File: src/rtl/fetch_decode_queue_if.sv
// Fetch/decode queue bus: fetch-side push handshake, decode-side head and
// pop handshake, flush controls and occupancy.
interface fetch_decode_queue_if #(
  parameter int unsigned DEPTH  = 4,
  parameter int unsigned PC_W   = 32,
  parameter int unsigned INST_W = 32
);
  localparam int unsigned CNT_W = $clog2(DEPTH) + 1;

  logic              in_valid;
  logic              in_ready;
  logic [PC_W-1:0]   in_pc;
  logic [INST_W-1:0] in_inst;
  logic              out_valid;
  logic              out_ready;
  logic [PC_W-1:0]   out_pc;
  logic [INST_W-1:0] out_inst;
  logic [5:0]        out_class;
  logic              flush;
  logic              flush_keep;
  logic [CNT_W-1:0]  count;

  modport master (
    output in_valid, in_pc, in_inst, out_ready, flush, flush_keep,
    input  in_ready, out_valid, out_pc, out_inst, out_class, count
  );

  modport slave (
    input  in_valid, in_pc, in_inst, out_ready, flush, flush_keep,
    output in_ready, out_valid, out_pc, out_inst, out_class, count
  );
endinterface

File: src/rtl/fetch_decode_queue.sv
// DEPTH-entry fetch->decode instruction FIFO with push-time predecode and
// delay-slot-preserving flush. Optional same-cycle bypass: FETCH_DECODE_QUEUE_BYPASS_EN.
module fetch_decode_queue #(
  parameter int unsigned DEPTH  = 4,
  parameter int unsigned PC_W   = 32,
  parameter int unsigned INST_W = 32
) (
  input  logic                 clk,
  input  logic                 reset,
  fetch_decode_queue_if.slave  bus
);
  localparam int unsigned PTR_W = $clog2(DEPTH);
  localparam int unsigned CNT_W = $clog2(DEPTH) + 1;
  localparam int unsigned CLS_W = 6;

  logic [PC_W-1:0]   pc_mem   [DEPTH];
  logic [INST_W-1:0] inst_mem [DEPTH];
  logic [CLS_W-1:0]  cls_mem  [DEPTH];

  logic [PTR_W-1:0] rd_ptr, wr_ptr, rd_ptr_nxt, wr_ptr_nxt;
  logic [CNT_W-1:0] count_q, count_nxt, remain;
  logic             empty, full, in_ready_c, push, pop_mem, bypass_take, write;
  logic [CLS_W-1:0] in_cls;

  logic              out_valid_c;
  logic [PC_W-1:0]   out_pc_c;
  logic [INST_W-1:0] out_inst_c;
  logic [CLS_W-1:0]  out_class_c;

  // Class bits: [0] branch, [1] j/jal, [2] jr/jalr, [3] mul/div, [4] lw, [5] sw.
  function automatic logic [CLS_W-1:0] predecode(input logic [5:0] op,
                                                 input logic [4:0] rt,
                                                 input logic [5:0] fn);
    logic [CLS_W-1:0] c;
    c    = '0;
    c[0] = (op[5:2] == 4'b0001) | ((op == 6'b000001) & (rt[3:1] == 3'b000));
    c[1] = (op[5:1] == 5'b00001);
    c[2] = (op == 6'b000000) & (fn[5:1] == 5'b00100);
    c[3] = (op == 6'b000000) & (fn[5:2] == 4'b0110);
    c[4] = (op == 6'b100011);
    c[5] = (op == 6'b101011);
    return c;
  endfunction

  assign in_cls     = predecode(bus.in_inst[31:26], bus.in_inst[20:16], bus.in_inst[5:0]);
  assign empty      = (count_q == '0);
  assign full       = (count_q == CNT_W'(DEPTH));
  assign in_ready_c = ~reset & ~bus.flush & ~full;
  assign push       = bus.in_valid & in_ready_c;
  assign pop_mem    = ~empty & bus.out_ready;

`ifdef FETCH_DECODE_QUEUE_BYPASS_EN
  // Empty queue with a consumer ready: the instruction never touches storage.
  assign bypass_take = empty & push & bus.out_ready;
`else
  assign bypass_take = 1'b0;
`endif

  assign write      = push & ~bypass_take;
  assign remain     = count_q - CNT_W'(pop_mem);
  assign rd_ptr_nxt = rd_ptr + PTR_W'(pop_mem);

  // Occupancy and write pointer; flush rebuilds them around the post-pop head.
  always_comb begin
    count_nxt  = remain + CNT_W'(write);
    wr_ptr_nxt = wr_ptr + PTR_W'(write);
    if (bus.flush) begin
      if (bus.flush_keep && (remain != '0)) begin
        count_nxt  = CNT_W'(1);
        wr_ptr_nxt = rd_ptr_nxt + PTR_W'(1);
      end else begin
        count_nxt  = '0;
        wr_ptr_nxt = rd_ptr_nxt;
      end
    end
  end

  always_comb begin
    out_valid_c = ~empty;
    out_pc_c    = pc_mem[rd_ptr];
    out_inst_c  = inst_mem[rd_ptr];
    out_class_c = cls_mem[rd_ptr];
`ifdef FETCH_DECODE_QUEUE_BYPASS_EN
    if (empty && push) begin
      out_valid_c = 1'b1;
      out_pc_c    = bus.in_pc;
      out_inst_c  = bus.in_inst;
      out_class_c = in_cls;
    end
`endif
  end

  always_ff @(posedge clk) begin
    if (reset) begin
      count_q <= '0;
      rd_ptr  <= '0;
      wr_ptr  <= '0;
      for (int i = 0; i < int'(DEPTH); i++) begin
        pc_mem[i]   <= '0;
        inst_mem[i] <= '0;
        cls_mem[i]  <= '0;
      end
    end else begin
      count_q <= count_nxt;
      rd_ptr  <= rd_ptr_nxt;
      wr_ptr  <= wr_ptr_nxt;
      if (write) begin
        pc_mem[wr_ptr]   <= bus.in_pc;
        inst_mem[wr_ptr] <= bus.in_inst;
        cls_mem[wr_ptr]  <= in_cls;
      end
    end
  end

  assign bus.in_ready  = in_ready_c;
  assign bus.out_valid = out_valid_c;
  assign bus.out_pc    = out_pc_c;
  assign bus.out_inst  = out_inst_c;
  assign bus.out_class = out_class_c;
  assign bus.count     = count_q;
endmodule
File: src/flat_wrapper.sv
// flat-port wrapper written by rule: the top's interface ports become plain ports
module fetch_decode_queue_flat 
#(
  parameter int unsigned DEPTH  = 4,
  parameter int unsigned PC_W   = 32,
  parameter int unsigned INST_W = 32
)
  (clk, reset, bus_in_valid, bus_in_pc, bus_in_inst, bus_out_ready, bus_flush, bus_flush_keep, bus_in_ready, bus_out_valid, bus_out_pc, bus_out_inst, bus_out_class, bus_count);
  fetch_decode_queue_if #(.DEPTH(DEPTH), .PC_W(PC_W), .INST_W(INST_W)) bus_i ();
  input  logic clk;
  input  logic reset;
  input wire logic [$bits(bus_i.in_valid)-1:0] bus_in_valid;
  input wire logic [$bits(bus_i.in_pc)-1:0] bus_in_pc;
  input wire logic [$bits(bus_i.in_inst)-1:0] bus_in_inst;
  input wire logic [$bits(bus_i.out_ready)-1:0] bus_out_ready;
  input wire logic [$bits(bus_i.flush)-1:0] bus_flush;
  input wire logic [$bits(bus_i.flush_keep)-1:0] bus_flush_keep;
  output wire logic [$bits(bus_i.in_ready)-1:0] bus_in_ready;
  output wire logic [$bits(bus_i.out_valid)-1:0] bus_out_valid;
  output wire logic [$bits(bus_i.out_pc)-1:0] bus_out_pc;
  output wire logic [$bits(bus_i.out_inst)-1:0] bus_out_inst;
  output wire logic [$bits(bus_i.out_class)-1:0] bus_out_class;
  output wire logic [$bits(bus_i.count)-1:0] bus_count;
  assign bus_i.in_valid = bus_in_valid;
  assign bus_i.in_pc = bus_in_pc;
  assign bus_i.in_inst = bus_in_inst;
  assign bus_i.out_ready = bus_out_ready;
  assign bus_i.flush = bus_flush;
  assign bus_i.flush_keep = bus_flush_keep;
  assign bus_in_ready = bus_i.in_ready;
  assign bus_out_valid = bus_i.out_valid;
  assign bus_out_pc = bus_i.out_pc;
  assign bus_out_inst = bus_i.out_inst;
  assign bus_out_class = bus_i.out_class;
  assign bus_count = bus_i.count;
  fetch_decode_queue #(.DEPTH(DEPTH), .PC_W(PC_W), .INST_W(INST_W)) u_core (.clk(clk), .reset(reset), .bus(bus_i));
endmodule
File: config.mk
export PLATFORM = sky130hd
export DESIGN_NAME = fetch_decode_queue_flat
export DESIGN_NICKNAME = d
export VERILOG_FILES = /design/src/rtl/fetch_decode_queue_if.sv /design/src/rtl/fetch_decode_queue.sv /design/src/flat_wrapper.sv
export SDC_FILE = /design/constraint.sdc
export NUM_CORES = 1
export LEC_CHECK = 0
export CORE_MARGIN = 2
export CORE_UTILIZATION = 42
export CTS_CLUSTER_SIZE = 12
export DETAILED_ROUTE_END_ITERATION = 12
export GPL_TIMING_DRIVEN = 0
export PLACE_DENSITY_LB_ADDON = 0.3
export SYNTH_ARGS = -nofsm -noshare
export SYNTH_HDL_FRONTEND = slang
export SYNTH_SLANG_ARGS = --single-unit
File: constraint.sdc
create_clock -name clk -period 3.4 [get_ports clk]
set_clock_uncertainty 0.2 [all_clocks]
set_input_delay 0.34 -clock clk [delete_from_list [all_inputs] [get_ports clk]]
set_output_delay 0.34 -clock clk [all_outputs]
set_load 0.005 [all_outputs]
==> results.rst <==
.. list-table::
   :header-rows: 1

   * - Metric
     - Value
   * - Run status
     - finished clean
   * - Fraction of the yosys area taken by sequential cells
     - 0.677
   * - Synth top area cells
     - sky130_fd_sc_hd__edfxtp_1 (67%), sky130_fd_sc_hd__mux4_2 (12%), sky130_fd_sc_hd__and2_1 (12%), sky130_fd_sc_hd__dfxtp_1 (1.1%), sky130_fd_sc_hd__clkbuf_2 (0.71%)
   * - Iteration count of the initial detailed-routing pass
     - 5
   * - Max capacitance violation total
     - 0
   * - Async S/R FF share, synth
     - 0
   * - Top-level port count
     - around 150
   * - CTS hold repair buffers
     - 0
   * - Synth unique cells
     - ~40
   * - Global-route wire length before repair
     - 42100 um
   * - Setup violators final
     - 0
   * - Crit Reg-Reg Endpoint
     - u_core.inst_mem[1][9]$_SDFFCE_PN0P_
   * - Startpoint of the worst-slack reg-to-reg timing path
     - u_core.wr_ptr[0]$_SDFF_PP0_
   * - Clock root cell
     - sky130_fd_sc_hd__clkbuf_16
   * - Inserted Diodes
     - 0
   * - Synthesized area per cell
     - 16.7 um^2
   * - Max transition margin
     - 0.483
   * - Clock Pin Slew Worst Setup and Hold Paths
     - about 0.06 ns
   * - Tot Pwr
     - between 8 and 9 mW
   * - # Post-CTS Setup Buffers
     - 0
   * - Setup repair after global routing missed its margin
     - no
   * - Placed wire-length estimate after detailed placement
     - 17600 um
   * - HP Start
     - bus_in_pc[30]
   * - Clock H-tree levels
     - 1
   * - Minimum setup slack after placement
     - -0.135 ns
   * - Antenna violations before repair
     - 1
   * - Starting Density
     - 0.426
   * - Area overhead of the layout relative to synthesis
     - 23.3%
   * - Fraction of layout cells with a size suffix above 1
     - 0.166
   * - Number of slew-limit violations in the final report
     - 0
   * - Post-Syn Area
     - roughly 13000 um^2
   * - Final critical-path required period
     - 3.23 ns
   * - Antenna Violating Nets Remaining
     - 0
   * - Post-synth top area cell
     - sky130_fd_sc_hd__edfxtp_1
   * - Share of the synthesized area in the top cell type
     - 0.666
   * - Capturing element type of the critical path
     - primary output
   * - Total leakage power
     - 5.58 nW
   * - IO buf count
     - approximately 140
   * - Final worst-path setup slack
     - roughly 0.17 ns
   * - Placed cell count
     - between 1k and 1.5k
   * - Routed wire length
     - 27500 um
   * - Register-to-register setup slack
     - approximately 0.50 ns
   * - Full die area
     - around 31000 um^2
   * - Number of flops mapped to enable cells by yosys
     - 280
   * - Mean number of vias per cell
     - ~5
   * - Highest attainable clock frequency
     - 0.310 GHz
   * - Power density of the placed cells
     - approximately 520 nW/um^2
   * - Gate Count Post-Synth
     - around 760
   * - Max Fanout on Critical Path
     - 10
   * - Cell types with the highest counts after synthesis
     - sky130_fd_sc_hd__edfxtp_1 (280), sky130_fd_sc_hd__and2_1 (251), sky130_fd_sc_hd__mux4_2 (70)
   * - Site row count
     - between 60 and 70
   * - Total of cells resized after clock tree synthesis
     - 8
   * - Total Nets Final
     - slightly above 1k
   * - Net count of the mapped netlist
     - 833
   * - Portion of the clock cycle consumed by the worst path in the final layout
     - 0.949
   * - Yosys warnings
     - 0
   * - Sinks on the clock net
     - between 200 and 300
   * - Hold Fails Final Rpt
     - 0
   * - Critical path required time
     - 2.86 ns
   * - Total track usage
     - 0.179
   * - Insertion delay to the later sink of the worst-skew pair
     - roughly 0.54 ns
   * - Y dimension of the die
     - 177 um
   * - Most common cell in the synthesized netlist
     - sky130_fd_sc_hd__edfxtp_1
   * - Maximum number of buffers from clock root to sink
     - 3
   * - Core region area
     - just under 30000 um^2
   * - TritonCTS clock tree
     - built
   * - Path class of the lowest-slack min-delay path
     - in2reg
   * - Total number of vias
     - around 7k
   * - Critical Path AT
     - 2.69 ns
   * - Placer Congestion
     - between 0.7 and 0.8
   * - Vias in the first global route
     - 7241
   * - TritonCTS Buffers
     - 30
   * - Pin count of the biggest net entering global routing
     - 56
   * - Predominant post-synthesis flop cell
     - sky130_fd_sc_hd__edfxtp_1
   * - CP Class
     - reg2out
   * - Leftover overflow at the end of global routing
     - 0
   * - Path depth of the worst reg2reg path
     - 4
   * - Die Width
     - approximately 180 um
   * - Synth Register Bits
     - roughly 290
   * - Iteration-0 DRC count of the detailed router
     - 578
   * - Worst setup SP type
     - register
   * - Slew at the pin closest to its max-slew limit
     - between 0.7 and 0.8 ns
   * - Number of cells on the worst hold path
     - 2
   * - Hold EP
     - u_core.pc_mem[3][30]$_DFFE_PP_
   * - Wire per inst
     - a little over 20 um
   * - Remaining design rule violation count
     - 0
   * - Maximum vdd ir drop
     - between 0.0003 and 0.0004 V
   * - Non-filler cells in the finished layout
     - ~1.3k
[layer usage]
metal | routed length, um | track usage | vias to the layer above
met2 | 13500 | 0.297 | 171
met4 | 707 | 0.0519 | 0
met5 | 0 | 0 | -
li1 | - | - | 3207
met3 | 1320 | 0.0244 | 44
met1 | 12000 | 0.247 | 3432
[worst max path at each step]
stage,to,slack [ns],startpoint,cells past startpoint
floorplan,u_core.cls_mem[2][0]$_SDFFCE_PN0P_,0.14,reset,3
global placement,u_core.inst_mem[0][15]$_SDFFCE_PN0P_,-2.16,bus_flush,4
detailed placement,u_core.inst_mem[1][11]$_SDFFCE_PN0P_,-0.13,bus_in_valid,5
CTS,bus_out_inst[12],0.12,u_core.rd_ptr[1]$_SDFF_PP0_,3
global route,bus_out_class[5],0.06,u_core.rd_ptr[0]$_SDFF_PP0_,4
finish,bus_out_class[5],0.17,u_core.rd_ptr[0]$_SDFF_PP0_,4
[cells by family after synthesis]
kind of cell	synth area share
AND/OR/NAND/NOR	0.165
flip-flops	0.677
multiplexers	0.125
buffers and inverters	0.0196
AO/OA/AOI/OAI	0.00456
adder cells (fa/ha/maj)	0.00595
XOR/XNOR	0.00278
[through the flow]
| step | utilization | cell area (um^2) | hold slack, ns | setup TNS (ns) |
|---|---|---|---|---|
| floorplan | - | 12600 | 0.308 | 0 |
| global placement | 0.491 | 14600 | 0.495 | -433.98 |
| detailed placement | 0.496 | 14700 | 0.517 | -8.23 |
| CTS | 0.525 | 15600 | 0.289 | 0 |
| global route | 0.525 | 15600 | 0.311 | 0 |
| finish | 0.525 | 15600 | 0.313 | 0 |
[registers in the layout, indices dropped and copies added (netlist names)]
name              count
u_core.inst_mem     128
u_core.pc_mem       128
u_core.cls_mem       24
u_core.bus.count      3
u_core.rd_ptr         2
u_core.wr_ptr         2
[power breakdown]
part,internal (mW),switching [mW]
registers,4.09,0.0579
logic,0.580,0.485
clock network,1.66,1.28
total,6.33,1.82
[worst max-delay path, cell delays in order (launching register included)]
cell and delay (ns):
sky130_fd_sc_hd__dfxtp_1 0.33, sky130_fd_sc_hd__clkbuf_2 0.30, sky130_fd_sc_hd__buf_2 0.44, sky130_fd_sc_hd__mux4_2 0.60, sky130_fd_sc_hd__clkdlybuf4s50_1 0.47
[cell type report]
cell class / instances / area [um^2]
Fill cell: 2528 / 14100
Sequential cell: 287 / 8550
Multi-Input combinational cell: 419 / 3850
Timing Repair Buffer: 148 / 1550
Clock buffer: 43 / 821
Tap cell: 390 / 488
Buffer: 42 / 225
Clock inverter: 11 / 45.0
Inverter: 8 / 30.0
[cell usage in the layout, fill, tap and decap left out, types with 3 or more instances in the layout]
master / Yosys / final
sky130_fd_sc_hd__a21oi_1: 4 / 4
sky130_fd_sc_hd__and2_1: 251 / 251
sky130_fd_sc_hd__and3_1: 4 / 4
sky130_fd_sc_hd__buf_16: 0 / 4
sky130_fd_sc_hd__buf_2: 9 / 8
sky130_fd_sc_hd__buf_6: 3 / 3
sky130_fd_sc_hd__clkbuf_1: 13 / 17
sky130_fd_sc_hd__clkbuf_16: 0 / 31
sky130_fd_sc_hd__clkbuf_2: 18 / 25
sky130_fd_sc_hd__clkdlybuf4s50_1: 0 / 144
sky130_fd_sc_hd__clkinv_1: 0 / 8
sky130_fd_sc_hd__clkinv_2: 0 / 3
sky130_fd_sc_hd__dfxtp_1: 7 / 7
sky130_fd_sc_hd__edfxtp_1: 280 / 280
sky130_fd_sc_hd__ha_1: 6 / 6
sky130_fd_sc_hd__inv_1: 7 / 7
sky130_fd_sc_hd__mux4_2: 70 / 70
sky130_fd_sc_hd__nand2_1: 5 / 5
sky130_fd_sc_hd__nand3b_1: 4 / 4
sky130_fd_sc_hd__nor2_1: 20 / 20
sky130_fd_sc_hd__nor2b_1: 4 / 4
sky130_fd_sc_hd__nor3_1: 12 / 12
sky130_fd_sc_hd__nor4_1: 4 / 4
sky130_fd_sc_hd__nor4_4: 3 / 3
Note: power is estimated with default switching activity, not from simulation.
